**src/rtl/wb_nfc_host_queue_if.sv**
```systemverilog
// Wishbone slave bus bundle for the NFC host queue.
// Signal names keep the slave-side _i/_o suffixes of the bus.
interface wb_nfc_host_queue_if #(
    parameter int WB_AW = 16,
    parameter int WB_DW = 32
);
    logic             wb_cyc_i;
    logic             wb_stb_i;
    logic             wb_we_i;
    logic [WB_AW-1:0] wb_adr_i;
    logic [WB_DW-1:0] wb_dat_i;
    logic [WB_DW-1:0] wb_dat_o;
    logic             wb_ack_o;
    logic             wb_err_o;

    modport master (
        output wb_cyc_i, wb_stb_i, wb_we_i, wb_adr_i, wb_dat_i,
        input  wb_dat_o, wb_ack_o, wb_err_o
    );

    modport slave (
        input  wb_cyc_i, wb_stb_i, wb_we_i, wb_adr_i, wb_dat_i,
        output wb_dat_o, wb_ack_o, wb_err_o
    );
endinterface

```
**src/rtl/wb_nfc_host_queue.sv**
```systemverilog
// Wishbone front-end for the NFC: page buffer window, register bank,
// command queue and launch FSM. Optional IRQ block under NFC_IRQ_EN.
module wb_nfc_host_queue #(
    parameter int WB_AW     = 16,
    parameter int WB_DW     = 32,
    parameter int BUF_AW    = 11,
    parameter int BUF_DW    = 8,
    parameter int ROW_AW    = 17,
    parameter int CMD_W     = 3,
    parameter int CMD_DEPTH = 4
) (
    input  logic              clk_i,
    input  logic              rst_i,
    wb_nfc_host_queue_if.slave wb,
    input  logic [BUF_DW-1:0] bf_dout,
    output logic [BUF_DW-1:0] bf_din,
    output logic [BUF_AW-1:0] bf_ad,
    output logic              bf_we,
    output logic              bf_sel,
    output logic              nfc_strt,
    input  logic              nfc_done,
    output logic [CMD_W-1:0]  nfc_cmd,
    output logic [ROW_AW-1:0] page_address,
    input  logic              perr,
    input  logic              eerr,
    input  logic              rerr
`ifdef NFC_IRQ_EN
    ,
    output logic              irq
`endif
);

    localparam int QA = $clog2(CMD_DEPTH);
    localparam int CW = $clog2(CMD_DEPTH + 1);

    localparam logic [WB_AW-1:0] A_ROW  = WB_AW'(2 ** BUF_AW);
    localparam logic [WB_AW-1:0] A_CMD  = A_ROW + WB_AW'(1);
    localparam logic [WB_AW-1:0] A_STAT = A_ROW + WB_AW'(2);
    localparam logic [WB_AW-1:0] A_ERR  = A_ROW + WB_AW'(3);
    localparam logic [WB_AW-1:0] A_IRQ  = A_ROW + WB_AW'(4);

    typedef enum logic [1:0] {
        IDLE,
        LAUNCH,
        WAIT_DONE
    } state_t;

    state_t state;

    logic              req;
    logic              wr;
    logic              in_win;
    logic              is_row;
    logic              is_cmd;
    logic              is_err;
    logic              is_irq;
    logic              push;
    logic              ovf;
    logic              pop;
    logic              full;
    logic              done_ev;

    logic [ROW_AW-1:0] row_addr;
    logic [CMD_W-1:0]  cmd_mem [CMD_DEPTH];
    logic [ROW_AW-1:0] row_mem [CMD_DEPTH];
    logic [QA-1:0]     wr_ptr;
    logic [QA-1:0]     rd_ptr;
    logic [CW-1:0]     count;
    logic              push_pend;

    logic [2:0]        last_err;
    logic [2:0]        sticky;

    logic              buf_rsp;
    logic [WB_DW-1:0]  rdata_q;
    logic [WB_DW-1:0]  rd_val;
    logic [WB_DW-1:0]  buf_ext;

`ifdef NFC_IRQ_EN
    logic [1:0]        irq_en;
    logic              done_pend;
`endif

    assign req    = wb.wb_cyc_i & wb.wb_stb_i & ~wb.wb_ack_o & ~wb.wb_err_o;
    assign wr     = req & wb.wb_we_i;
    assign in_win = wb.wb_adr_i < A_ROW;
    assign is_row = wb.wb_adr_i == A_ROW;
    assign is_cmd = wb.wb_adr_i == A_CMD;
    assign is_err = wb.wb_adr_i == A_ERR;
    assign is_irq = wb.wb_adr_i == A_IRQ;

    assign full    = count == CW'(CMD_DEPTH);
    assign push    = wr & is_cmd & ~full;
    assign ovf     = wr & is_cmd & full;
    assign pop     = (state == IDLE) && (count != '0);
    assign done_ev = (state == WAIT_DONE) & nfc_done;

    assign bf_sel = req & in_win;
    assign bf_we  = bf_sel & wb.wb_we_i;
    assign bf_ad  = wb.wb_adr_i[BUF_AW-1:0];
    assign bf_din = wb.wb_dat_i[BUF_DW-1:0];

    // Zero-extend buffer read data onto the bus width.
    always_comb begin
        buf_ext = '0;
        buf_ext[BUF_DW-1:0] = bf_dout;
    end

    assign wb.wb_dat_o = buf_rsp ? buf_ext : rdata_q;

    // Register read multiplexer; unmapped addresses read 0.
    always_comb begin
        rd_val = '0;
        if (is_row) begin
            rd_val[ROW_AW-1:0] = row_addr;
        end else if (wb.wb_adr_i == A_STAT) begin
            rd_val[0]      = (state == IDLE) && (count == '0);
            rd_val[1]      = state != IDLE;
            rd_val[2]      = full;
            rd_val[8 +: CW] = count;
        end else if (is_err) begin
            rd_val[2:0] = last_err;
            rd_val[6:4] = sticky;
`ifdef NFC_IRQ_EN
        end else if (is_irq) begin
            rd_val[1:0] = irq_en;
            rd_val[8]   = done_pend;
`endif
        end
    end

    // Single-cycle ack/err response and registered read data.
    always_ff @(posedge clk_i or posedge rst_i) begin
        if (rst_i) begin
            wb.wb_ack_o <= 1'b0;
            wb.wb_err_o <= 1'b0;
            buf_rsp     <= 1'b0;
            rdata_q     <= '0;
        end else begin
            wb.wb_ack_o <= req & ~ovf;
            wb.wb_err_o <= ovf;
            buf_rsp     <= req & in_win & ~wb.wb_we_i;
            rdata_q     <= (req & ~in_win & ~wb.wb_we_i) ? rd_val : '0;
        end
    end

    // Staging page address register.
    always_ff @(posedge clk_i or posedge rst_i) begin
        if (rst_i) begin
            row_addr <= '0;
        end else if (wr & is_row) begin
            row_addr <= wb.wb_dat_i[ROW_AW-1:0];
        end
    end

    // Command queue: entry written on the request, made visible one cycle
    // later so the launch lines up with the response cycle.
    always_ff @(posedge clk_i or posedge rst_i) begin
        if (rst_i) begin
            for (int i = 0; i < CMD_DEPTH; i++) begin
                cmd_mem[i] <= '0;
                row_mem[i] <= '0;
            end
            wr_ptr    <= '0;
            rd_ptr    <= '0;
            count     <= '0;
            push_pend <= 1'b0;
        end else begin
            push_pend <= push;
            if (push) begin
                cmd_mem[wr_ptr] <= wb.wb_dat_i[CMD_W-1:0];
                row_mem[wr_ptr] <= row_addr;
            end
            if (push_pend) begin
                wr_ptr <= wr_ptr + QA'(1);
            end
            if (pop) begin
                rd_ptr <= rd_ptr + QA'(1);
            end
            if (push_pend && !pop) begin
                count <= count + CW'(1);
            end else if (!push_pend && pop) begin
                count <= count - CW'(1);
            end
        end
    end

    // Launch FSM: pop one command, strobe the NFC, wait for completion.
    always_ff @(posedge clk_i or posedge rst_i) begin
        if (rst_i) begin
            state        <= IDLE;
            nfc_strt     <= 1'b0;
            nfc_cmd      <= '1;
            page_address <= '0;
        end else begin
            unique case (state)
                IDLE: begin
                    nfc_strt <= 1'b0;
                    if (pop) begin
                        nfc_cmd      <= cmd_mem[rd_ptr];
                        page_address <= row_mem[rd_ptr];
                        nfc_strt     <= 1'b1;
                        state        <= LAUNCH;
                    end
                end
                LAUNCH: begin
                    nfc_strt <= 1'b0;
                    state    <= WAIT_DONE;
                end
                WAIT_DONE: begin
                    nfc_strt <= 1'b0;
                    if (nfc_done) begin
                        state <= IDLE;
                    end
                end
                default: begin
                    nfc_strt <= 1'b0;
                    state    <= IDLE;
                end
            endcase
        end
    end

    // Error status: last completion plus sticky OR; a new error beats a clear.
    always_ff @(posedge clk_i or posedge rst_i) begin
        if (rst_i) begin
            last_err <= '0;
            sticky   <= '0;
        end else begin
            if (done_ev) begin
                last_err <= {perr, eerr, rerr};
            end
            sticky <= (sticky & ~((wr & is_err) ? wb.wb_dat_i[6:4] : 3'b000))
                    | (done_ev ? {perr, eerr, rerr} : 3'b000);
        end
    end

`ifdef NFC_IRQ_EN
    // Interrupt enables, done-pending flag and registered irq line.
    always_ff @(posedge clk_i or posedge rst_i) begin
        if (rst_i) begin
            irq_en    <= '0;
            done_pend <= 1'b0;
            irq       <= 1'b0;
        end else begin
            if (wr & is_irq) begin
                irq_en <= wb.wb_dat_i[1:0];
            end
            done_pend <= done_ev
                       | (done_pend & ~(wr & is_irq & wb.wb_dat_i[8]));
            irq <= (done_pend & irq_en[0]) | ((|sticky) & irq_en[1]);
        end
    end
`endif

    logic unused_ok;
    assign unused_ok = ^{wb.wb_dat_i, is_irq};

endmodule

```
**src/flat_wrapper.sv**
```systemverilog
// flat-port wrapper written by rule: the top's interface ports become plain ports
module wb_nfc_host_queue_flat 
#(
    parameter int WB_AW     = 16,
    parameter int WB_DW     = 32,
    parameter int BUF_AW    = 11,
    parameter int BUF_DW    = 8,
    parameter int ROW_AW    = 17,
    parameter int CMD_W     = 3,
    parameter int CMD_DEPTH = 4
)
  (clk_i, rst_i, bf_dout, bf_din, bf_ad, bf_we, bf_sel, nfc_strt, nfc_done, nfc_cmd, page_address, perr, eerr, rerr, wb_wb_cyc_i, wb_wb_stb_i, wb_wb_we_i, wb_wb_adr_i, wb_wb_dat_i, wb_wb_dat_o, wb_wb_ack_o, wb_wb_err_o);
  wb_nfc_host_queue_if #(.WB_AW(WB_AW), .WB_DW(WB_DW)) wb_i ();
  input  logic clk_i;
  input  logic rst_i;
  input  logic [BUF_DW-1:0] bf_dout;
  output logic [BUF_DW-1:0] bf_din;
  output logic [BUF_AW-1:0] bf_ad;
  output logic bf_we;
  output logic bf_sel;
  output logic nfc_strt;
  input  logic nfc_done;
  output logic [CMD_W-1:0] nfc_cmd;
  output logic [ROW_AW-1:0] page_address;
  input  logic perr;
  input  logic eerr;
  input  logic rerr;
  input wire logic [$bits(wb_i.wb_cyc_i)-1:0] wb_wb_cyc_i;
  input wire logic [$bits(wb_i.wb_stb_i)-1:0] wb_wb_stb_i;
  input wire logic [$bits(wb_i.wb_we_i)-1:0] wb_wb_we_i;
  input wire logic [$bits(wb_i.wb_adr_i)-1:0] wb_wb_adr_i;
  input wire logic [$bits(wb_i.wb_dat_i)-1:0] wb_wb_dat_i;
  output wire logic [$bits(wb_i.wb_dat_o)-1:0] wb_wb_dat_o;
  output wire logic [$bits(wb_i.wb_ack_o)-1:0] wb_wb_ack_o;
  output wire logic [$bits(wb_i.wb_err_o)-1:0] wb_wb_err_o;
  assign wb_i.wb_cyc_i = wb_wb_cyc_i;
  assign wb_i.wb_stb_i = wb_wb_stb_i;
  assign wb_i.wb_we_i = wb_wb_we_i;
  assign wb_i.wb_adr_i = wb_wb_adr_i;
  assign wb_i.wb_dat_i = wb_wb_dat_i;
  assign wb_wb_dat_o = wb_i.wb_dat_o;
  assign wb_wb_ack_o = wb_i.wb_ack_o;
  assign wb_wb_err_o = wb_i.wb_err_o;
  wb_nfc_host_queue #(.WB_AW(WB_AW), .WB_DW(WB_DW), .BUF_AW(BUF_AW), .BUF_DW(BUF_DW), .ROW_AW(ROW_AW), .CMD_W(CMD_W), .CMD_DEPTH(CMD_DEPTH)) u_core (.clk_i(clk_i), .rst_i(rst_i), .wb(wb_i), .bf_dout(bf_dout), .bf_din(bf_din), .bf_ad(bf_ad), .bf_we(bf_we), .bf_sel(bf_sel), .nfc_strt(nfc_strt), .nfc_done(nfc_done), .nfc_cmd(nfc_cmd), .page_address(page_address), .perr(perr), .eerr(eerr), .rerr(rerr));
endmodule
```
**config.mk**
```make
export PLATFORM = sky130hd
export DESIGN_NAME = wb_nfc_host_queue_flat
export DESIGN_NICKNAME = d
export VERILOG_FILES = /design/src/rtl/wb_nfc_host_queue_if.sv /design/src/rtl/wb_nfc_host_queue.sv /design/src/flat_wrapper.sv
export SDC_FILE = /design/constraint.sdc
export NUM_CORES = 1
export LEC_CHECK = 0
export BUFFER_PORTS_ARGS = -buffer_cell sky130_fd_sc_hd__buf_2
export CORE_ASPECT_RATIO = 1.25
export CORE_MARGIN = 2
export CORE_UTILIZATION = 35
export DETAILED_ROUTE_END_ITERATION = 10
export PLACE_DENSITY_LB_ADDON = 0.05
export REMOVE_ABC_BUFFERS = 1
export SLEW_MARGIN = 40
export SYNTH_ARGS = -nofsm -noshare
export SYNTH_HDL_FRONTEND = slang
export SYNTH_SLANG_ARGS = --single-unit
export TNS_END_PERCENT = 5
```
**constraint.sdc**
```tcl
create_clock -name clk_i -period 4.9 [get_ports clk_i]
set_input_delay 0 -clock clk_i [delete_from_list [all_inputs] [get_ports clk_i]]
set_output_delay 0 -clock clk_i [all_outputs]
set_load 0.05 [all_outputs]
```
==> flow_metrics.env <==
export IMPL_grt_start_max_net_pins=103
export IMPL_syn_to_final_growth_pct=22.3
export IMPL_cap_violations=0
export IMPL_dp_hpwl_um=10200
export IMPL_power_switching_uw=977
export IMPL_netlist_area_um2=6880
export IMPL_final_area_um2=8410
export IMPL_synth_avg_cell_area_um2=14.6
export IMPL_slew_headroom_pct=51.5
export IMPL_reg2reg_to="u_core.row_addr[8]"
export IMPL_peakVddDrop_uv=239
export IMPL_hp_class="in -> reg"
export IMPL_row_count=57
export IMPL_path_max_fanout=10
export IMPL_swShare_pct=30.4
export IMPL_fmax_mhz=360
export IMPL_die_w_um=129
export IMPL_pwr_share_clk_pct=38.4
export IMPL_mostFrequentLayoutCells="dfrtp_1, mux2_2, buf_2, dlygate4sd3_1, mux4_2"
export IMPL_critPathRequiredTime_ps=5200
export IMPL_seq_power_share_pct=44.0
export IMPL_netlist_instances=472
export IMPL_io_pins=141
export IMPL_outcome="finished, final reports clean"
export IMPL_vias=4185
export IMPL_finalSetupViolations=0
export IMPL_endpoint_kind="flop"
export IMPL_clock_sinks=154
export IMPL_ctsResizeCount=0
export IMPL_layout_commonest_cell="dfrtp_1"
export IMPL_cts_tree="yes"
export IMPL_rrSetupSlack_ps=2120
export IMPL_min_from="wb_wb_stb_i"
export IMPL_port_buffers=110
export IMPL_whs_ps=45.5
export IMPL_fin_cells=875
export IMPL_via_per_inst=4.78
export IMPL_rr_worst_depth=5
export IMPL_worst_pin_slew_ps=722
export IMPL_internal_power_mw=2.24
export IMPL_antenna_cells=0
export IMPL_power_leakage_nw=4.25
export IMPL_critPathKind="reg -> reg"
export IMPL_grt_usage_pct=15.7
export IMPL_initial_utilization_pct=35.5
export IMPL_fin_crit_sh_pct=56.7
export IMPL_cts_buffer_depth=2
export IMPL_routed_wl_um=15400
export IMPL_design_core_area_um2=19400
export IMPL_ant_nets=0
export IMPL_skew_ps=8.82
export IMPL_cts_max_level=4
export IMPL_yosys_register_bits=154
export IMPL_dpl_cell_area_um2=7580
export IMPL_slew_viol_final=0
export IMPL_pwr_share_comb_pct=17.6
export IMPL_arrival_ps=3080
export IMPL_synth_seq_area_share_pct=56.0
export IMPL_wl_per_cell_um=17.6
export IMPL_cts_made_buffers=17
export IMPL_fin_setup_tns_ps=0
export IMPL_grt_setup_unrepaired="no"
export IMPL_ys_types=44
export IMPL_power_density_nw_per_um2=382
export IMPL_drive_above_1_share_pct=51.8
export IMPL_place_inst=815
export IMPL_antenna_found_initial=0
export IMPL_drcViolationCount=0
export IMPL_grt_ovfl_total=0
export IMPL_clk_latency_ps=420
export IMPL_cts_root_buf="clkbuf_16"
export IMPL_r2r_start="u_core.wb.wb_ack_o"
export IMPL_die_area_um2=20800
export IMPL_grt_pass1_wl_um=24400
export IMPL_firstDrtPassIters=5
export IMPL_finalNetCount=668
export IMPL_hold_path_depth=3
export IMPL_whs_endpoint="u_core.wb.wb_ack_o"
export IMPL_grt_pass1_vias=4349
export IMPL_yosysWarningCount=0
export IMPL_utilization_pct=43.4
export IMPL_crit_path_start_kind="flop"
export IMPL_first_iter_violations=141
export IMPL_hold_violations=0
export IMPL_path_clk_slew_ps=70
export IMPL_period_needed_ps=2780
export IMPL_die_y_um=161
export IMPL_gp_congestion=0.740
-- cell type report --
type | count | area, um^2
fillers | 1864 | 11000
well taps | 265 | 332
clock buffers | 17 | 425
repair buffers | 147 | 898
inverters | 7 | 33.8
clock inverters | 15 | 133
multi-input cells | 270 | 2730
flip-flops and latches | 154 | 3860
-- how the worst max path moves through the flow --
stage / slack (ps) / to / depth (start not counted) / startpoint
5_1_grt: 1900 / u_core.row_addr[2] / 5 / u_core.wb.wb_ack_o
6_report: 2120 / u_core.row_addr[8] / 5 / u_core.wb.wb_ack_o
4_1_cts: 2080 / u_core.row_addr[8] / 5 / u_core.wb.wb_ack_o
2_1_floorplan: 760 / u_core.buf_rsp / 1 / rst_i
3_5_place_dp: 2100 / u_core.row_addr[8] / 5 / u_core.wb.wb_ack_o
3_3_place_gp: 1890 / u_core.row_addr[2] / 5 / u_core.wb.wb_ack_o
-- cell families (layout without fill, tap and decap cells) --
kind of cell	Yosys count	in the layout	synth area share, %
AOI/OAI and AO/OA	17	17	1.82
xor gates and xnor gates	6	6	0.763
adders and majority gates	6	6	1.20
buffers and inverters	62	186	5.34
DFF	154	154	56.0
muxes	152	152	28.1
other	1	15	0.0545
and+or+nand+nor	74	74	6.69
-- routing by layer --
metal | part of all wire [%] | track usage, % | vias to the layer above
li1 | - | - | 1909
met1 | 44 | 20.3 | 2172
met2 | 52 | 26.5 | 93
met3 | 2.9 | 3.30 | 11
met4 | 1.1 | 4.99 | 0
met5 | 0 | 0 | -
-- cells in the mapped netlist, drive strengths merged --
library cell  count  area share, %
ha                5           0.91
buf              38            4.0
or4b              1           0.15
inv               7           0.38
clkbuf           17           0.93
xor2              4           0.51
and3b             1           0.13
nor2             15           0.82
mux2i             3           0.44
a22oi             3           0.33
a2bb2oi           1           0.13
nor4bb            1           0.15
a21bo             1           0.15
fa                1           0.29
o21a              1           0.11
or4               3           0.44
dfrtp           151             55
nand2             5           0.27
conb              1          0.054
or2               2           0.18
and2             10           0.91
dfstp             3            1.1
a211oi            2           0.22
a32oi             1           0.13
nor4b             1           0.35
nor4              3           0.49
nor2b            10           0.91
a22o              3           0.38
a21oi             2           0.15
nand3             6           0.44
o21ai             2           0.15
and4b             1           0.15
nand4             5           0.45
mux2            129             21
xnor2             2           0.25
nor3              8           0.58
and4              1           0.13
a31oi             1          0.091
mux4             20            6.5
nand4bb           1           0.16
-- power groups by stage --
stage / clock network (mW) / logic [mW] / registers [mW]
finish: 1.23 / 0.565 / 1.41
detailed placement: 0 / 0.554 / 1.44
floorplan: 0 / 0.301 / 1.47
global placement: 0 / 0.542 / 1.44
global route: 1.33 / 0.622 / 1.43
CTS: 1.27 / 0.583 / 1.42
-- per-stage QoR --
stage / power, mW / setup WS [ps]
6_report: 3.21 / 2120
5_1_grt: 3.38 / 1900
4_1_cts: 3.28 / 2080
3_5_place_dp: 2.00 / 2100
3_3_place_gp: 1.98 / 1890
2_1_floorplan: 1.77 / 755
-- flip-flops by register name, summed over array words and instances (netlist names) --
register and flops:
u_core.rdata_q 17, u_core.rd_ptr 2, u_core.last_err 3, u_core.sticky 3, u_core.cmd_mem 12, u_core.wr_ptr 2, u_core.row_addr 17, u_core.push_pend 1
u_core.nfc_strt 1, u_core.row_mem 68, u_core.page_address 17, u_core.wb.wb_ack_o 1, u_core.nfc_cmd 3, u_core.wb.wb_err_o 1, u_core.count 3, u_core.buf_rsp 1
u_core.state 2
-- timing repair --
item                                   4_1_cts  5_1_grt
hold buffers                                28        0
setup buffers                                0        0
endpoints found under the hold margin      139        0
-- critical path: stages (launching register included) --
cell and delay [ps]:
dfrtp_1 400, nor4bb_2 620, nand2_1 220, nor4b_4 680
buf_4 360, mux2_2 360
(Power assumes the default switching activity.)
